### src/rtl/ring_rand_buffer_if.sv
// Bundle of the ring playback buffer's data-side signals.
// The master side writes words, consumes the playback stream and issues
// random reads. The slave side is the buffer itself.
interface ring_rand_buffer_if #(
    parameter int DATA_W = 4,
    parameter int ADDR_W = 7
);
    logic [DATA_W-1:0] din;
    logic              wr_en;
    logic              one_shot;

    logic [DATA_W-1:0] dout;
    logic              dout_valid;
    logic              dout_ready;
    logic [ADDR_W-1:0] dout_index;
    logic              dout_last;

    logic [ADDR_W:0]   count;
    logic              full;

    logic              rand_rd_en;
    logic [ADDR_W-1:0] rand_rd_addr;
    logic              rand_rd_ready;
    logic [DATA_W-1:0] rand_rd_data;
    logic              rand_rd_valid;
    logic              rand_rd_oob;

    modport master (
        output din, wr_en, one_shot, dout_ready, rand_rd_en, rand_rd_addr,
        input  dout, dout_valid, dout_index, dout_last, count, full,
               rand_rd_ready, rand_rd_data, rand_rd_valid, rand_rd_oob
    );

    modport slave (
        input  din, wr_en, one_shot, dout_ready, rand_rd_en, rand_rd_addr,
        output dout, dout_valid, dout_index, dout_last, count, full,
               rand_rd_ready, rand_rd_data, rand_rd_valid, rand_rd_oob
    );
endinterface

### src/rtl/ring_rand_buffer.sv
// Ring playback buffer for the freq_selector datapath.
// Words are written sequentially into a BRAM ring (overwriting the oldest
// entry once full) and replayed circularly from the oldest entry through a
// small prefetch FIFO that hides the BRAM read latency. A separate one-deep
// random read port shares the BRAM read port and takes priority over the
// stream prefetch. Any write flushes the stream and restarts playback.
//
// Random read port FSM:
//   state  | meaning
//   R_IDLE | port can accept a random read request
//   R_WAIT | request accepted, waiting for the BRAM result strobe
module ring_rand_buffer #(
    parameter int DATA_W   = 4,
    parameter int ADDR_W   = 7,
    parameter int RD_LAT   = 2,
    parameter int PF_DEPTH = 4
) (
    input  logic               clk,
    input  logic               rst_n,
    ring_rand_buffer_if.slave  bus
);
    localparam int DEPTH = 2 ** ADDR_W;
    localparam int PF_PW = (PF_DEPTH > 1) ? $clog2(PF_DEPTH) : 1;
    localparam int PF_CW = $clog2(PF_DEPTH + 1);
    localparam int LS    = RD_LAT - 1;
    localparam logic [ADDR_W:0] FULL_CNT = {1'b1, {ADDR_W{1'b0}}};

    typedef enum logic {R_IDLE = 1'b0, R_WAIT = 1'b1} rand_state_t;

    logic [1:0]        rst_sync;
    logic              rst_i_n;

    logic [ADDR_W-1:0] wr_ptr;
    logic [ADDR_W:0]   cnt;
    logic              full_i;
    logic [ADDR_W-1:0] oldest;

    logic [DATA_W-1:0] mem [DEPTH];
    logic              rd_issue;
    logic [ADDR_W-1:0] rd_addr;
    logic [DATA_W-1:0] rd_q1;
    logic [DATA_W-1:0] rd_data;

    rand_state_t       r_state, r_next;
    logic              rand_accept;
    logic              rand_oob_now;
    logic              ret_rand;
    logic [DATA_W-1:0] rand_data_q;

    logic [ADDR_W-1:0] off;
    logic              done;
    logic [1:0]        epoch;
    logic              off_last;
    logic              stream_issue;
    logic [ADDR_W-1:0] stream_addr;
    int                inflight;

    // Read tags travel alongside the BRAM pipeline so each return knows
    // whether it is a random result or a stream word, and which epoch.
    logic [RD_LAT-1:0] pl_valid;
    logic [RD_LAT-1:0] pl_rand;
    logic [RD_LAT-1:0] pl_last;
    logic [RD_LAT-1:0] pl_oob;
    logic [1:0]        pl_epoch [RD_LAT];
    logic [ADDR_W-1:0] pl_index [RD_LAT];

    logic [DATA_W-1:0] f_data  [PF_DEPTH];
    logic [ADDR_W-1:0] f_index [PF_DEPTH];
    logic [PF_DEPTH-1:0] f_last;
    logic [PF_PW-1:0]  f_rp, f_wp;
    logic [PF_CW-1:0]  f_occ;
    logic              push, pop;

    function automatic logic [PF_PW-1:0] pf_inc(input logic [PF_PW-1:0] p);
        if (p == PF_PW'(PF_DEPTH - 1)) return '0;
        return p + 1'b1;
    endfunction

    // Reset synchroniser: assertion is immediate, release is clocked.
    always_ff @(posedge clk or negedge rst_n) begin
        if (!rst_n) rst_sync <= 2'b00;
        else        rst_sync <= {rst_sync[0], 1'b1};
    end
    assign rst_i_n = rst_sync[1];

    assign full_i = (cnt == FULL_CNT);
    assign oldest = full_i ? wr_ptr : '0;

    // Write pointer and saturating entry count.
    always_ff @(posedge clk or negedge rst_i_n) begin
        if (!rst_i_n) begin
            wr_ptr <= '0;
            cnt    <= '0;
        end else if (bus.wr_en) begin
            wr_ptr <= wr_ptr + 1'b1;
            if (!full_i) cnt <= cnt + 1'b1;
        end
    end

    // BRAM: one write port, one read-first read port shared by both readers.
    always_ff @(posedge clk) begin
        if (bus.wr_en) mem[wr_ptr] <= bus.din;
        if (rd_issue)  rd_q1 <= mem[rd_addr];
    end

    generate
        if (RD_LAT == 1) begin : g_lat1
            assign rd_data = rd_q1;
        end else begin : g_lat2
            logic [DATA_W-1:0] rd_q2;
            // Output register stage of a two-cycle BRAM.
            always_ff @(posedge clk) rd_q2 <= rd_q1;
            assign rd_data = rd_q2;
        end
    endgenerate

    assign ret_rand     = pl_valid[LS] & pl_rand[LS];
    assign rand_oob_now = !full_i && ({1'b0, bus.rand_rd_addr} >= cnt);

    // Random port state register.
    always_ff @(posedge clk or negedge rst_i_n) begin
        if (!rst_i_n) r_state <= R_IDLE;
        else          r_state <= r_next;
    end

    // Random port next state, accept and ready.
    always_comb begin
        r_next            = r_state;
        rand_accept       = 1'b0;
        bus.rand_rd_ready = 1'b0;
        case (r_state)
            R_IDLE: begin
                bus.rand_rd_ready = 1'b1;
                rand_accept       = bus.rand_rd_en;
                if (bus.rand_rd_en) r_next = R_WAIT;
            end
            R_WAIT: begin
                if (ret_rand) r_next = R_IDLE;
            end
            default: r_next = R_IDLE;
        endcase
    end

    // Stream reads still in the pipeline that will land in the FIFO.
    always_comb begin
        inflight = 0;
        for (int i = 0; i < RD_LAT; i++) begin
            if (pl_valid[i] && !pl_rand[i] && (pl_epoch[i] == epoch))
                inflight = inflight + 1;
        end
    end

    assign off_last     = ({1'b0, off} == (cnt - 1'b1));
    assign stream_addr  = oldest + off;
    assign stream_issue = (cnt != '0) && ((int'(f_occ) + inflight) < PF_DEPTH)
                          && !rand_accept && !bus.wr_en && !(bus.one_shot && done);
    assign rd_issue     = rand_accept | stream_issue;
    assign rd_addr      = rand_accept ? bus.rand_rd_addr : stream_addr;

    // Playback offset, one-shot completion and flush epoch.
    always_ff @(posedge clk or negedge rst_i_n) begin
        if (!rst_i_n) begin
            off   <= '0;
            done  <= 1'b0;
            epoch <= '0;
        end else if (bus.wr_en) begin
            off   <= '0;
            done  <= 1'b0;
            epoch <= epoch + 1'b1;
        end else if (stream_issue) begin
            off <= off_last ? '0 : off + 1'b1;
            if (bus.one_shot && off_last) done <= 1'b1;
        end
    end

    // Tag pipeline matching the BRAM read latency.
    always_ff @(posedge clk or negedge rst_i_n) begin
        if (!rst_i_n) begin
            pl_valid <= '0;
            pl_rand  <= '0;
            pl_last  <= '0;
            pl_oob   <= '0;
            for (int i = 0; i < RD_LAT; i++) begin
                pl_epoch[i] <= '0;
                pl_index[i] <= '0;
            end
        end else begin
            pl_valid[0] <= rd_issue;
            pl_rand[0]  <= rand_accept;
            pl_last[0]  <= !rand_accept && off_last;
            pl_oob[0]   <= rand_oob_now;
            pl_epoch[0] <= epoch;
            pl_index[0] <= stream_addr;
            for (int i = 1; i < RD_LAT; i++) begin
                pl_valid[i] <= pl_valid[i-1];
                pl_rand[i]  <= pl_rand[i-1];
                pl_last[i]  <= pl_last[i-1];
                pl_oob[i]   <= pl_oob[i-1];
                pl_epoch[i] <= pl_epoch[i-1];
                pl_index[i] <= pl_index[i-1];
            end
        end
    end

    // A return from an older epoch, or one landing in a write cycle, is stale.
    assign push = pl_valid[LS] && !pl_rand[LS] && (pl_epoch[LS] == epoch) && !bus.wr_en;
    assign pop  = (f_occ != '0) && bus.dout_ready;

    // Prefetch FIFO; credit check at issue guarantees a free slot on push.
    always_ff @(posedge clk or negedge rst_i_n) begin
        if (!rst_i_n) begin
            f_rp   <= '0;
            f_wp   <= '0;
            f_occ  <= '0;
            f_last <= '0;
            for (int i = 0; i < PF_DEPTH; i++) begin
                f_data[i]  <= '0;
                f_index[i] <= '0;
            end
        end else if (bus.wr_en) begin
            f_rp  <= '0;
            f_wp  <= '0;
            f_occ <= '0;
        end else begin
            if (push) begin
                f_data[f_wp]  <= rd_data;
                f_index[f_wp] <= pl_index[LS];
                f_last[f_wp]  <= pl_last[LS];
                f_wp          <= pf_inc(f_wp);
            end
            if (pop) f_rp <= pf_inc(f_rp);
            if (push && !pop)      f_occ <= f_occ + 1'b1;
            else if (!push && pop) f_occ <= f_occ - 1'b1;
        end
    end

    // Random result is held between strobes.
    always_ff @(posedge clk or negedge rst_i_n) begin
        if (!rst_i_n)      rand_data_q <= '0;
        else if (ret_rand) rand_data_q <= rd_data;
    end

    assign bus.dout          = f_data[f_rp];
    assign bus.dout_index    = f_index[f_rp];
    assign bus.dout_valid    = (f_occ != '0);
    assign bus.dout_last     = f_last[f_rp] && (f_occ != '0);
    assign bus.count         = cnt;
    assign bus.full          = full_i;
    assign bus.rand_rd_valid = ret_rand;
    assign bus.rand_rd_data  = ret_rand ? rd_data : rand_data_q;
    assign bus.rand_rd_oob   = ret_rand & pl_oob[LS];
endmodule

### src/flat_wrapper.sv
// flat-port wrapper written by rule: the top's interface ports become plain ports
module ring_rand_buffer_flat 
#(
    parameter int DATA_W   = 4,
    parameter int ADDR_W   = 7,
    parameter int RD_LAT   = 2,
    parameter int PF_DEPTH = 4
)
  (clk, rst_n, bus_din, bus_wr_en, bus_one_shot, bus_dout_ready, bus_rand_rd_en, bus_rand_rd_addr, bus_dout, bus_dout_valid, bus_dout_index, bus_dout_last, bus_count, bus_full, bus_rand_rd_ready, bus_rand_rd_data, bus_rand_rd_valid, bus_rand_rd_oob);
  ring_rand_buffer_if #(.DATA_W(DATA_W), .ADDR_W(ADDR_W)) bus_i ();
  input  logic clk;
  input  logic rst_n;
  input wire logic [$bits(bus_i.din)-1:0] bus_din;
  input wire logic [$bits(bus_i.wr_en)-1:0] bus_wr_en;
  input wire logic [$bits(bus_i.one_shot)-1:0] bus_one_shot;
  input wire logic [$bits(bus_i.dout_ready)-1:0] bus_dout_ready;
  input wire logic [$bits(bus_i.rand_rd_en)-1:0] bus_rand_rd_en;
  input wire logic [$bits(bus_i.rand_rd_addr)-1:0] bus_rand_rd_addr;
  output wire logic [$bits(bus_i.dout)-1:0] bus_dout;
  output wire logic [$bits(bus_i.dout_valid)-1:0] bus_dout_valid;
  output wire logic [$bits(bus_i.dout_index)-1:0] bus_dout_index;
  output wire logic [$bits(bus_i.dout_last)-1:0] bus_dout_last;
  output wire logic [$bits(bus_i.count)-1:0] bus_count;
  output wire logic [$bits(bus_i.full)-1:0] bus_full;
  output wire logic [$bits(bus_i.rand_rd_ready)-1:0] bus_rand_rd_ready;
  output wire logic [$bits(bus_i.rand_rd_data)-1:0] bus_rand_rd_data;
  output wire logic [$bits(bus_i.rand_rd_valid)-1:0] bus_rand_rd_valid;
  output wire logic [$bits(bus_i.rand_rd_oob)-1:0] bus_rand_rd_oob;
  assign bus_i.din = bus_din;
  assign bus_i.wr_en = bus_wr_en;
  assign bus_i.one_shot = bus_one_shot;
  assign bus_i.dout_ready = bus_dout_ready;
  assign bus_i.rand_rd_en = bus_rand_rd_en;
  assign bus_i.rand_rd_addr = bus_rand_rd_addr;
  assign bus_dout = bus_i.dout;
  assign bus_dout_valid = bus_i.dout_valid;
  assign bus_dout_index = bus_i.dout_index;
  assign bus_dout_last = bus_i.dout_last;
  assign bus_count = bus_i.count;
  assign bus_full = bus_i.full;
  assign bus_rand_rd_ready = bus_i.rand_rd_ready;
  assign bus_rand_rd_data = bus_i.rand_rd_data;
  assign bus_rand_rd_valid = bus_i.rand_rd_valid;
  assign bus_rand_rd_oob = bus_i.rand_rd_oob;
  ring_rand_buffer #(.DATA_W(DATA_W), .ADDR_W(ADDR_W), .RD_LAT(RD_LAT), .PF_DEPTH(PF_DEPTH)) u_core (.clk(clk), .rst_n(rst_n), .bus(bus_i));
endmodule
### config.mk
export PLATFORM = sky130hd
export DESIGN_NAME = ring_rand_buffer_flat
export DESIGN_NICKNAME = d
export VERILOG_FILES = /design/src/rtl/ring_rand_buffer_if.sv /design/src/rtl/ring_rand_buffer.sv /design/src/flat_wrapper.sv
export SDC_FILE = /design/constraint.sdc
export NUM_CORES = 1
export LEC_CHECK = 0
export CAP_MARGIN = 5
export CELL_PAD_IN_SITES_DETAIL_PLACEMENT = 2
export CELL_PAD_IN_SITES_GLOBAL_PLACEMENT = 2
export CORE_UTILIZATION = 30
export CTS_BUF_LIST = sky130_fd_sc_hd__clkbuf_4
export CTS_CLUSTER_DIAMETER = 50
export DETAILED_ROUTE_END_ITERATION = 16
export PLACE_DENSITY = 0.53
export RECOVER_POWER = 100
export SYNTH_ARGS = -nofsm -noshare
export SYNTH_HDL_FRONTEND = slang
export SYNTH_SLANG_ARGS = --single-unit
### constraint.sdc
create_clock -name clk -period 4.5 [get_ports clk]
set_input_delay 1.35 -clock clk [delete_from_list [all_inputs] [get_ports clk]]
set_output_delay 1.35 -clock clk [all_outputs]
set_load 0.02 [all_outputs]
==> summary.md <==
| Metric | Value |
|---|---|
| Worst-Skew Late Latency | `1.11 ns` |
| Worst Path Class, Setup | `register to register` |
| Global-route wire length before repair | `124 mm` |
| RePlAce Congestion | `0.765` |
| CP arrival | `5.12 ns` |
| Reg area | `0.0184 mm²` |
| Total Power | `17900 µW` |
| Fillers | `8866` |
| Minimum clock period | `4.32 ns` |
| Final net count | `1941` |
| Top-count cell post-synth | `edfxtp_1` |
| Worst setup path end | `u_core.rd_q1[2]$_DFFE_PP_` |
| Cts-stage hold buffer count | `0` |
| EDFF count, synth | `516` |
| Die height | `300 µm` |
| Place WS | `-0.289 ns` |
| Final Hold Fails | `0` |
| Clk sinks | `633` |
| Antenna Nets Post-Route | `0` |
| Share of cells above drive strength 1 | `25.7%` |
| DIE AREA | `0.0899 mm²` |
| Class of the worst hold path | `register to register` |
| Worst slew margin | `-144%` |
| DR pass1 iterations | `5` |
| Initial Utilization | `30.5%` |
| Num CTS Buffers | `181` |
| H-Tree Depth | `4` |
| Synthesis-to-finish area growth | `17.7%` |
| Most frequent cells after synthesis | `516 x edfxtp_1, 184 x nor2_1, 135 x nand2_1` |
| Setup slack, reg-to-reg | `0.18 ns` |
| Vias in the first global route | `17.9k` |
| TNS Setup | `0 ns` |
| Final worst slack | `0.177 ns` |
| Static Leakage | `0.0112 µW` |
| Initial antenna violation count | `3` |
| Final worst path period share | `96.1%` |
| Total track usage | `18.9%` |
| Critical path fanouts, max | `9` |
| Via count | `16.0k` |
| Reg2reg start | `u_core.bus.count[1]$_DFFE_PN0P_` |
| Failing checks | `max-capacitance violations, max-slew violations` |
| FF-to-FF End | `u_core.rd_q1[2]$_DFFE_PP_` |
| Vias per Instance | `4.98` |
| Worst clock skew | `0.0933 ns` |
| WL per Instance | `25.8 µm` |
| HP Start | `u_core.pl_oob[0]$_DFF_PN0_` |
| Mean Syn Cell Area | `16.1 µm²` |
| Die Width | `300 µm` |
| Root buf cell | `clkbuf_4` |
| Area leader, netlist | `edfxtp_1` |
| Reg2reg path depth | `15` |
| Core area | `0.0873 mm²` |
| Synth top area share | `58.2%` |
| Max-cap violations | `10` |
| Slew Viols, Final | `436` |
| PwrDens | `570 mW/mm²` |
| Critical path origin | `u_core.bus.count[1]$_DFFE_PN0P_` |
| Area contributors post-synth | `edfxtp_1 58%, dfrtp_1 11%, mux4_2 5.0%, mux4_1 4.5%, mux2_2 2.7%` |
| Largest net degree at the start of global routing | `128` |
| Syn nets | `1699` |
| Multi-input gate area | `0.00756 mm²` |
| Status | `finished, violations left` |
| Main synth FF type | `edfxtp_1` |
| Measured slew at the worst slew-check pin | `3.66 ns` |
| CP required | `5.29 ns` |
| Iteration-0 DRC Markers | `846` |
| Worst setup EP type | `register` |
| Clock-pin slew on the worst setup and hold paths | `0.06 ns` |
| I/O Buffers | `45` |
| Seq/Total Area, Yosys | `69.2%` |
| Drc violations | `0` |
| CTS max path bufs | `3` |
| CP startpoint kind | `register` |
| WL final | `82.9 mm` |
| Boundary Pins | `46` |
| Post-synthesis cell type count | `72` |
| TritonCTS clock tree | `built` |
| Synth Cell Area | `0.0266 mm²` |
| #FFs+latches synth | `633` |
| Max Freq | `231 MHz` |
| Placed wire-length estimate | `53.0 mm` |
| Mapped Cells | `1655` |
| Asr flop ratio synth | `17.9%` |
| Final setup violation count | `0` |
| Rows | `108` |
| GR Overflow Total | `0` |
| Yosys warning total | `0` |
| Max rail drop VDD | `0.000260 V` |
==> how the worst min path moves through the flow <==
stage	slack, ns	depth (start not counted)	endpoint
floorplan	0.32	0	u_core.g_lat2.rd_q2[0]$_DFF_P_
global placement	0.34	0	u_core.pl_oob[1]$_DFF_PN0_
detailed placement	0.34	0	u_core.pl_index[0]$_DFF_PN0_
CTS	0.35	1	u_core.rst_sync[1]$_DFF_PN0_
global route	0.34	0	u_core.pl_index[6]$_DFF_PN0_
finish	0.34	0	u_core.pl_oob[1]$_DFF_PN0_
==> critical path, stage by stage (launching register included) <==
cell	delay, ns
dfrtp_1	0.44
inv_1	0.12
ha_1	0.25
and3_1	0.24
and2_1	0.19
ha_1	0.21
fa_1	0.42
a21oi_1	0.34
o41ai_2	0.12
buf_4	0.18
nor2_2	0.53
buf_4	0.27
o2111ai_1	0.18
o2111ai_1	0.24
a31o_1	0.22
o311ai_1	0.12
==> cell usage in the layout, fill, tap and decap left out, types with 38 or more instances in the layout <==
cell / instances
edfxtp_1: 516
clkbuf_4: 277
nor2_1: 182
nand2_1: 135
dfrtp_1: 112
buf_4: 67
mux4_2: 59
mux2_2: 58
mux4_1: 46
nand3_1: 43
mux2i_1: 38
==> area by class of cell <==
class	instances	area share (%)
Sequential cell	633	58.7
Antenna cell	7	0.0559
Tap cell	1155	4.61
Inverter	26	0.327
Clock inverter	55	1.01
Clock buffer	277	6.64
Multi-Input combinational cell	901	24.1
Timing Repair Buffer	154	4.47
==> power breakdown <==
part           leakage, µW  switching (µW)  total (µW)  internal, µW
Clock              0.00142            2660        5510          2850
Sequential         0.00616             373        7100          6730
Combinational      0.00364            3070        5250          2180
==> logic make-up after synthesis <==
kind of cell	synth area share, %
compound gates	3.90
buf+inv	2.61
mux	13.8
simple gates	8.04
other cells	0.0141
fa+ha+maj	1.33
flops	69.2
xor+xnor	1.19
==> sequential cells by signal (all words and copies together) (netlist names), 3 cells and up <==
signal               count
u_core.f_data           16
u_core.f_occ             3
u_core.wr_ptr            7
u_core.f_index          28
u_core.g_lat2.rd_q2      4
u_core.pl_index         14
u_core.f_last            4
u_core.rd_q1             4
u_core.bus.count         8
u_core.off               7
u_core.pl_epoch          4
u_core.mem             512
u_core.rand_data_q       4
==> metrics by stage <==
step | instances | hold slack (ns) | util [%] | instance area (µm²)
after global routing | 3208 | 0.343 | 35.9 | 31300
after CTS | 3201 | 0.346 | 36.0 | 31400
final | 3208 | 0.341 | 35.9 | 31300
after global placement | 2865 | 0.337 | 33.2 | 29000
after detailed placement | 2865 | 0.340 | 33.2 | 29000
after floorplan | 1655 | 0.323 | - | 26600
==> timing repair <==
action / 4_1_cts / 5_1_grt
resized for setup: 2 / 1
setup buffers: 4 / 0
endpoints found under the hold margin: 0 / 0
cloned: 0 / 0
endpoints found under the setup margin: 8 / 1
==> layer usage <==
metal | global-route usage [%] | up-vias | wire length (µm)
li1 | - | 7016 | -
met1 | 24.6 | 8487 | 37200
met2 | 31.5 | 349 | 40900
met3 | 3.67 | 121 | 3040
met4 | 6.41 | 0 | 1740
met5 | 0 | - | 0
Power figures use the tool's default switching activity.
